===== config.mk =====
export PLATFORM = sky130hd
export DESIGN_NAME = mem_port_arbiter
export DESIGN_NICKNAME = d
export VERILOG_FILES = /design/src/rtl/mem_port_arbiter.sv
export SDC_FILE = /design/constraint.sdc
export NUM_CORES = 1
export LEC_CHECK = 0
export CAP_MARGIN = 15
export CORE_UTILIZATION = 41
export DETAILED_ROUTE_END_ITERATION = 10
export PLACE_DENSITY = 0.88
export SYNTH_ARGS = -nofsm -noshare
export SYNTH_HDL_FRONTEND = slang
export SYNTH_SLANG_ARGS = --single-unit
export TNS_END_PERCENT = 30

===== constraint.sdc =====
create_clock -name clk -period 2.48 [get_ports clk]
set_input_delay 0.372 -clock clk [delete_from_list [all_inputs] [get_ports clk]]
set_output_delay 0.372 -clock clk [all_outputs]
set_load 0.05 [all_outputs]

===== src/rtl/mem_port_arbiter.sv =====
// mem_port_arbiter: shares one byte-wide memory between the loader,
// CPU fetch and CPU data ports; 16-bit accesses become two byte cycles.
module mem_port_arbiter #(
    parameter int AW   = 16,
    parameter int NREQ = 3
) (
    input  logic               clk,
    input  logic               rst,
    input  logic [NREQ-1:0]    req,
    input  logic [NREQ-1:0]    we,
    input  logic [NREQ-1:0]    wide,
    input  logic [NREQ*AW-1:0] addr,
    input  logic [NREQ*16-1:0] wdata,
    input  logic               loader_lock,
    output logic [NREQ-1:0]    ack,
    output logic [15:0]        rdata,
    output logic               busy,
    output logic               mem_en,
    output logic               mem_we,
    output logic [AW-1:0]      mem_addr,
    output logic [7:0]         mem_wdata,
    input  logic [7:0]         mem_rdata
);

    typedef enum logic [2:0] {
        IDLE,
        B0,
        B1,
        CAP,
        ACK
    } state_t;

    state_t          r_state;
    state_t          w_next;

    logic [1:0]      r_id;
    logic            r_we;
    logic            r_wide;
    logic [AW-1:0]   r_addr;
    logic [15:0]     r_wdata;
    logic [7:0]      r_lo;
    logic            r_last2;

    logic            w_gnt;
    logic [1:0]      w_id;
    logic            w_we;
    logic            w_wide;
    logic [AW-1:0]   w_addr;
    logic [15:0]     w_wdata;

    assign busy = (r_state != IDLE);

    // Grant selection: loader first, then fair alternation between CPU ports
    always_comb begin
        w_gnt = 1'b0;
        w_id  = 2'd0;
        if (req[0]) begin
            w_gnt = 1'b1;
            w_id  = 2'd0;
        end else if (!loader_lock) begin
            if (req[1] && (!req[2] || r_last2)) begin
                w_gnt = 1'b1;
                w_id  = 2'd1;
            end else if (req[2]) begin
                w_gnt = 1'b1;
                w_id  = 2'd2;
            end
        end
    end

    // Operand mux for the port about to be granted
    always_comb begin
        w_we    = we[0];
        w_wide  = wide[0];
        w_addr  = addr[0 +: AW];
        w_wdata = wdata[0 +: 16];
        case (w_id)
            2'd1: begin
                w_we    = we[1];
                w_wide  = wide[1];
                w_addr  = addr[AW +: AW];
                w_wdata = wdata[16 +: 16];
            end
            2'd2: begin
                w_we    = we[2];
                w_wide  = wide[2];
                w_addr  = addr[2*AW +: AW];
                w_wdata = wdata[32 +: 16];
            end
            default: ;
        endcase
    end

    // Next-state logic: byte cycles, optional capture cycle, then ack
    always_comb begin
        w_next = r_state;
        case (r_state)
            IDLE: if (w_gnt) w_next = B0;
            B0: begin
                if (r_wide)    w_next = B1;
                else if (r_we) w_next = ACK;
                else           w_next = CAP;
            end
            B1:      w_next = r_we ? ACK : CAP;
            CAP:     w_next = ACK;
            ACK:     w_next = IDLE;
            default: w_next = IDLE;
        endcase
    end

    // State register
    always_ff @(posedge clk or posedge rst) begin
        if (rst) r_state <= IDLE;
        else     r_state <= w_next;
    end

    // Operand latch, read assembly, ack pulse and registered memory strobes
    always_ff @(posedge clk or posedge rst) begin
        if (rst) begin
            r_id      <= 2'd0;
            r_we      <= 1'b0;
            r_wide    <= 1'b0;
            r_addr    <= '0;
            r_wdata   <= '0;
            r_lo      <= '0;
            r_last2   <= 1'b1;
            ack       <= '0;
            rdata     <= '0;
            mem_en    <= 1'b0;
            mem_we    <= 1'b0;
            mem_addr  <= '0;
            mem_wdata <= '0;
        end else begin
            if (r_state == IDLE && w_gnt) begin
                r_id    <= w_id;
                r_we    <= w_we;
                r_wide  <= w_wide;
                r_addr  <= w_addr;
                r_wdata <= w_wdata;
            end
            if (r_state == B1 && !r_we)
                r_lo <= mem_rdata;
            if (r_state == CAP)
                rdata <= r_wide ? {mem_rdata, r_lo} : {8'h00, mem_rdata};
            ack <= (w_next == ACK) ? (NREQ'(1) << r_id) : '0;
            if (r_state == ACK && r_id != 2'd0)
                r_last2 <= (r_id == 2'd2);
            if (r_state == IDLE && w_gnt) begin
                mem_en    <= 1'b1;
                mem_we    <= w_we;
                mem_addr  <= w_addr;
                mem_wdata <= w_wdata[7:0];
            end else if (r_state == B0 && r_wide) begin
                mem_en    <= 1'b1;
                mem_we    <= r_we;
                mem_addr  <= r_addr + AW'(1);
                mem_wdata <= r_wdata[15:8];
            end else begin
                mem_en    <= 1'b0;
                mem_we    <= 1'b0;
            end
        end
    end

endmodule


==> results of run 1 <==
[final cells by class]
cell class / instances / area share, %
multi-input combinational: 361 / 32.5
clock buffer: 11 / 2.21
inverter: 6 / 0.411
sequential: 85 / 33.3
tap: 136 / 2.66
clock inverter: 5 / 1.29
timing repair buffer: 174 / 27.7
[registers in the layout, indices dropped and copies added, names as in the netlist]
name and cells:
mem_wdata 8, rdata 16, r_addr 16, r_wdata 8
r_wide 1, r_we 1, r_last2 1, r_id 2
mem_en 1, r_lo 8, mem_addr 16, mem_we 1
ack 3, r_state 3
[routing by layer]
layer	vias to the layer above	routed length, um
li1	2036	-
met1	2012	5020
met2	160	6190
met3	27	636
met4	0	386
met5	-	0
[cells in the mapped netlist (6+ instances only)]
cell | count | area (um2)
sky130_fd_sc_hd__a211oi_1 | 8 | 60.1
sky130_fd_sc_hd__a21oi_1 | 14 | 70.1
sky130_fd_sc_hd__a22oi_1 | 32 | 240
sky130_fd_sc_hd__a31oi_1 | 10 | 62.6
sky130_fd_sc_hd__buf_2 | 8 | 40.0
sky130_fd_sc_hd__buf_6 | 6 | 67.6
sky130_fd_sc_hd__clkbuf_1 | 22 | 82.6
sky130_fd_sc_hd__dfrtp_1 | 84 | 2100
sky130_fd_sc_hd__inv_1 | 6 | 22.5
sky130_fd_sc_hd__mux2_2 | 8 | 90.1
sky130_fd_sc_hd__mux2i_1 | 10 | 100
sky130_fd_sc_hd__nand2_1 | 116 | 435
sky130_fd_sc_hd__nand3_1 | 15 | 75.1
sky130_fd_sc_hd__nor2_1 | 23 | 86.3
sky130_fd_sc_hd__nor3_1 | 6 | 30.0
sky130_fd_sc_hd__o211ai_1 | 7 | 52.6
sky130_fd_sc_hd__o21ai_0 | 48 | 240
sky130_fd_sc_hd__o21ai_1 | 9 | 45.0
sky130_fd_sc_hd__xnor2_1 | 8 | 70.1
[kinds of logic after synthesis]
family / after synthesis / synth area share [%]
flops: 85 / 48.0
mux: 18 / 4.29
xor+xnor: 10 / 1.98
simple gates: 184 / 19.0
compound gates: 146 / 20.7
buf+inv: 45 / 5.14
fa+ha+maj: 3 / 0.847
[worst reg2reg max path, delay by kind of cell (launching register included)]
family          cells  cell delay (ns)
simple gates        3             0.31
flops               1             0.55
buf+inv             2             0.32
compound gates      3             0.44
fa+ha+maj           1             0.43
[worst paths after layout]
kind                                            end  cells after the start  slack (ns)                  start
max                                            busy                      2        0.07   r_state[0]$_DFF_PP0_
min in group clk              rdata[10]$_DFFE_PP0N_                      2        0.48  rdata[10]$_DFFE_PP0N_
min                        mem_wdata[2]$_DFFE_PP0P_                      2        0.45                    rst
min reg2reg                   rdata[10]$_DFFE_PP0N_                      2        0.48  rdata[10]$_DFFE_PP0N_
max in group asynchronous  mem_addr[15]$_DFFE_PP0P_                      3        1.46                    rst
max reg2reg                        mem_we$_DFF_PP0_                      9        0.35    r_last2$_DFFE_PP1P_
[stage by stage]
stage / hold WS [ns] / power [uW]
final: 0.446 / 7630
after global routing: 0.498 / 8070
after CTS: 0.456 / 7670
after detailed placement: 0.470 / 6550
after global placement: 0.461 / 6410
after floorplan: 0.453 / 5240
[where the power goes]
group	internal (uW)	switching [uW]	leakage, uW	total (uW)
Clock	599	497	0.000114	1100
Combinational	1520	2480	0.00146	4000
Sequential	2040	507	0.00106	2540
==> results.json, run 1 <==
{
  "ctsLongestPathBuffers": 2,
  "fp_rows": 37,
  "ys_seq_elements": 85,
  "tightest_slew_ns": 0.954,
  "post-route-drc-count": 0,
  "startpoint_class_of_the_critical_path": "flop",
  "globalRoute.busiestLayer": "met2",
  "multi_input_area_um2": 2080,
  "grt_first_pass_wirelength_um": 20100,
  "timing.critical_path.slowest_cell_delay_ns": 0.73,
  "layout_common_cells": "sky130_fd_sc_hd__clkdlybuf4s50_1 (161), sky130_fd_sc_hd__nand2_1 (116), sky130_fd_sc_hd__dfrtp_1 (84)",
  "fillCellCount": 825,
  "ant_nets": 0,
  "first_iter_violations": 231,
  "grt_setup_unrepaired": "no",
  "vias_per_inst": 5.44,
  "critical_path_buf_inv_count": 1,
  "fmax_mhz": 416,
  "post-route-min-period_ns": 2.41,
  "grt_start_max_net_pins": 54,
  "layout.nets": 756,
  "timing.max_slew.rel_slack_pct": 36.2,
  "final.setup.worst_slack_ns": 0.0735,
  "clkLatencyLatePin_ns": 0.35,
  "cp_cell_sequence": "or3_4, clkdlybuf4s50_1",
  "syn-mean-instance-area_um2": 9.03,
  "total_gr_overflow": 0,
  "cts-root-buf": "sky130_fd_sc_hd__clkbuf_8",
  "firstDrtPassIters": 4,
  "met2_usage_pct": 39.6,
  "synth-warning-count": 0,
  "setup.worst_path.end_class": "output port",
  "mostFrequentLayoutCell": "sky130_fd_sc_hd__clkdlybuf4s50_1",
  "floorplan.core_area_um2": 10400,
  "dominantRegCellSynth": "sky130_fd_sc_hd__dfrtp_1",
  "post_drt_wl_per_cell_um": 15.7,
  "critical_path_peak_fanout": 10,
  "worst_path_dominant_cell_family": "buffers and inverters",
  "irDropWorstVdd_uv": 618,
  "initial_utilization_pct": 42.6,
  "proportion_of_layout_cells_with_a_drive_suffix_above_1_pct": 7.17,
  "timing.critical_path.arrival_ns": 2.03,
  "async_reset_ff_share_pct": 100,
  "cpMaxStageDelayCell": "sky130_fd_sc_hd__clkdlybuf4s50_1",
  "criticalPathCategory": "flop to output port",
  "cts_buffers": 9,
  "cap_violations": 0,
  "die_x_um": 106,
  "count_of_flip_flops_with_a_built_in_enable_after_synthesis": 0,
  "dp_slack_ns": 0.0247,
  "groute.layer.met1.usage_pct": 26.7,
  "antenna_violations_before_repair": 0,
  "finalMaxSlewViolations": 0,
  "clock_edge_transition_at_the_registers_on_the_reported_setup_and_hold_paths_ns": 0.09,
  "fin_tns_setup_ns": 0,
  "route.vias.total": 4235,
  "routed_wl_um": 12200,
  "cts-hold-fix-buffers": 0,
  "final.period_utilization_pct": 97.0,
  "cts_tree": "done",
  "post_synth_num_cell_types": 46,
  "powerDensity_nw_per_um2": 1190,
  "status": "finished, final reports clean",
  "area.sequential_um2": 2130,
  "postPlaceCellArea_um2": 6180,
  "layout-area-overhead-vs-synth_pct": 44.4,
  "global_route.usage.met3_pct": 4.72,
  "clock_skew_ns": 0.0121,
  "ctsHtreeMaxLevel": 3,
  "setup_violations": 0,
  "grtUsageTotal_pct": 22.5,
  "cellLeakagePower_uw": 0.00264,
  "finalWeightedCongestion": 0.827,
  "placed_cells_incl_taps": 762,
  "synthCells": 491,
  "numClockSinks": 85,
  "dp.final_hpwl_um": 9110,
  "post_synthesis_instance_area_um2": 4430,
  "vias_in_the_first_global_route": 4203,
  "synthesis.nets": 610,
  "final_area_um2": 6400,
  "io_pins": 162,
  "seq_area_frac_synth_pct": 48.0,
  "dieHeight_um": 106,
  "required_ns": 2.11,
  "cts-resized-gates": 0,
  "postCtsSetupBuffers": 0,
  "number_of_hold_violations_in_the_final_report": 0,
  "utilization_pct": 61.4,
  "antenna_cells_inserted": 0,
  "instances_no_fill": 778,
  "die_area_um2": 11200,
  "port-buffer-count": 161,
  "min_path_type": "input port to async pin"
}
(Power assumes the default switching activity.)
==> run 2: changes to the inputs <==
CORE_UTILIZATION = 45   (was 41)
GPL_TIMING_DRIVEN = 0   (was not set)
PLACE_DENSITY = 0.91   (was 0.88)
clock period = 2.4 ns   (was 2.48 ns; I/O delays follow)
==> results.json, run 2 (synthesis gave the netlist of run 1 again) <==
{
  "powerDensity_nw_per_um2": 1220,
  "antenna_cells_inserted": 0,
  "grt_first_pass_wirelength_um": 22400,
  "first_iter_violations": 285,
  "layout.nets": 783,
  "io_pins": 162,
  "setup.worst_path.end_class": "flop",
  "required_ns": 2.67,
  "dp_slack_ns": -0.566,
  "routed_wl_um": 13900,
  "status": "finished, final reports clean",
  "mostFrequentLayoutCell": "sky130_fd_sc_hd__clkdlybuf4s50_1",
  "cp_cell_sequence": "clkdlybuf4s50_1, nor2_1, nand3_1, inv_1, ha_1, clkbuf_1, clkbuf_4, a22oi_1, o21ai_0, nand2_1, o211ai_1",
  "ctsLongestPathBuffers": 2,
  "layout_common_cells": "sky130_fd_sc_hd__clkdlybuf4s50_1 (160), sky130_fd_sc_hd__nand2_1 (116), sky130_fd_sc_hd__dfrtp_1 (84)",
  "post-route-min-period_ns": 2.28,
  "final.setup.worst_slack_ns": 0.121,
  "route.vias.total": 4525,
  "finalMaxSlewViolations": 0,
  "cts_tree": "done",
  "cap_violations": 0,
  "fillCellCount": 755,
  "startpoint_class_of_the_critical_path": "input port",
  "fp_rows": 35,
  "irDropWorstVdd_uv": 629,
  "postCtsSetupBuffers": 0,
  "met2_usage_pct": 51.3,
  "cts-root-buf": "sky130_fd_sc_hd__clkbuf_8",
  "timing.critical_path.slowest_cell_delay_ns": 0.45,
  "post-route-drc-count": 0,
  "floorplan.core_area_um2": 9370,
  "ctsHtreeMaxLevel": 3,
  "global_route.usage.met3_pct": 5.18,
  "timing.critical_path.arrival_ns": 2.54,
  "port-buffer-count": 161,
  "crit-reg2reg-launch": "r_last2$_DFFE_PP1P_",
  "cts-hold-fix-buffers": 0,
  "globalRoute.busiestLayer": "met2",
  "critical_path_peak_fanout": 10,
  "grt_setup_unrepaired": "yes",
  "grt_start_max_net_pins": 37,
  "die_x_um": 101,
  "vias_per_inst": 5.67,
  "groute.layer.met1.usage_pct": 33.3,
  "totalPowerFinal_uw": 7900,
  "firstDrtPassIters": 6,
  "total_gr_overflow": 0,
  "dieHeight_um": 101,
  "cts_buffers": 9,
  "ant_nets": 0,
  "proportion_of_layout_cells_with_a_drive_suffix_above_1_pct": 9.12,
  "fmax_mhz": 439,
  "critical_path_buf_inv_count": 4,
  "die_area_um2": 10300,
  "layout-area-overhead-vs-synth_pct": 45.6,
  "min_path_type": "input port to async pin",
  "finalWeightedCongestion": 0.909,
  "dp.final_hpwl_um": 10900,
  "largestRegisters": "mem_addr (16), r_addr (16), rdata (16)",
  "antenna_violations_before_repair": 0,
  "final.period_utilization_pct": 94.9,
  "grtUsageTotal_pct": 28.5,
  "criticalPathCategory": "input port to flop",
  "number_of_hold_violations_in_the_final_report": 0,
  "setup_violations": 0,
  "clock_edge_transition_at_the_registers_on_the_reported_setup_and_hold_paths_ns": 0.09,
  "clkLatencyLatePin_ns": 0.35,
  "timing.max_slew.rel_slack_pct": 60.5,
  "crit_path_start": "req[0]",
  "initial_utilization_pct": 47.3,
  "cpMaxStageDelayCell": "sky130_fd_sc_hd__clkdlybuf4s50_1",
  "tightest_slew_ns": 0.590,
  "worst_path_dominant_cell_family": "buffers and inverters",
  "clock_skew_ns": 0.00857,
  "cellLeakagePower_uw": 0.00268,
  "post_drt_wl_per_cell_um": 17.4,
  "fin_tns_setup_ns": 0,
  "numClockSinks": 85,
  "vias_in_the_first_global_route": 4661
}
[run 2: repair_timing]
item	4_1_cts	5_1_grt
cloned	0	0
endpoints found under the setup margin	37	34
gates resized for setup	6	14
[run 2: worst register-to-register path: stages, from the launching register on]
cell and delay, ns:
sky130_fd_sc_hd__dfstp_2 0.55, sky130_fd_sc_hd__nand2b_1 0.11, sky130_fd_sc_hd__nand3_1 0.12, sky130_fd_sc_hd__inv_1 0.09, sky130_fd_sc_hd__ha_2 0.30, sky130_fd_sc_hd__clkbuf_2 0.30, sky130_fd_sc_hd__a22oi_1 0.15, sky130_fd_sc_hd__o21ai_0 0.29
sky130_fd_sc_hd__nand2_1 0.12, sky130_fd_sc_hd__o211ai_1 0.10
[run 2: final timing paths]
check,depth (start not counted),slack [ns],end
worst max-delay path,11,0.12,mem_addr[11]$_DFFE_PP0P_
worst min-delay path,2,0.42,mem_wdata[7]$_DFFE_PP0P_
worst max register to register,9,0.19,mem_addr[11]$_DFFE_PP0P_
worst min register to register,2,0.49,rdata[8]$_DFFE_PP0N_
max in group asynchronous,4,1.21,r_addr[1]$_DFFE_PP0P_
min in group clk,2,0.49,rdata[8]$_DFFE_PP0N_
[run 2: cell type report]
class | instances | area (um2) | area share, %
Inverter | 6 | 26.3 | 0.407
Clock inverter | 6 | 46.3 | 0.717
Sequential cell | 85 | 2130 | 33.0
Buffer | 38 | 219 | 3.39
Timing Repair Buffer | 163 | 1650 | 25.6
Tap cell | 129 | 161 | 2.50
Multi-Input combinational cell | 361 | 2080 | 32.2
Clock buffer | 10 | 138 | 2.13
[run 2: routing by layer]
metal | vias to the layer above | part of all wire [%]
met5 | - | 0
met4 | 0 | 2.2
met3 | 28 | 7.2
met2 | 251 | 51
met1 | 2166 | 39
li1 | 2080 | -
[run 2: report_power, final]
part | switching [uW] | leakage [uW] | internal, uW
clock network | 527 | 0.0000893 | 411
logic | 2750 | 0.00153 | 1640
registers | 469 | 0.00106 | 2100
total | 3750 | 0.00268 | 4150
[run 2: stage by stage]
step           utilization, %  area (um2)  hold slack [ns]  std cells
6_report                 68.9        6450            0.418        798
5_1_grt                  68.9        6450            0.455        798
4_1_cts                  68.7        6440            0.426        798
3_5_place_dp             66.7        6250            0.474        783
3_3_place_gp             66.3        6210            0.460        781
2_1_floorplan               -        4440            0.453        491
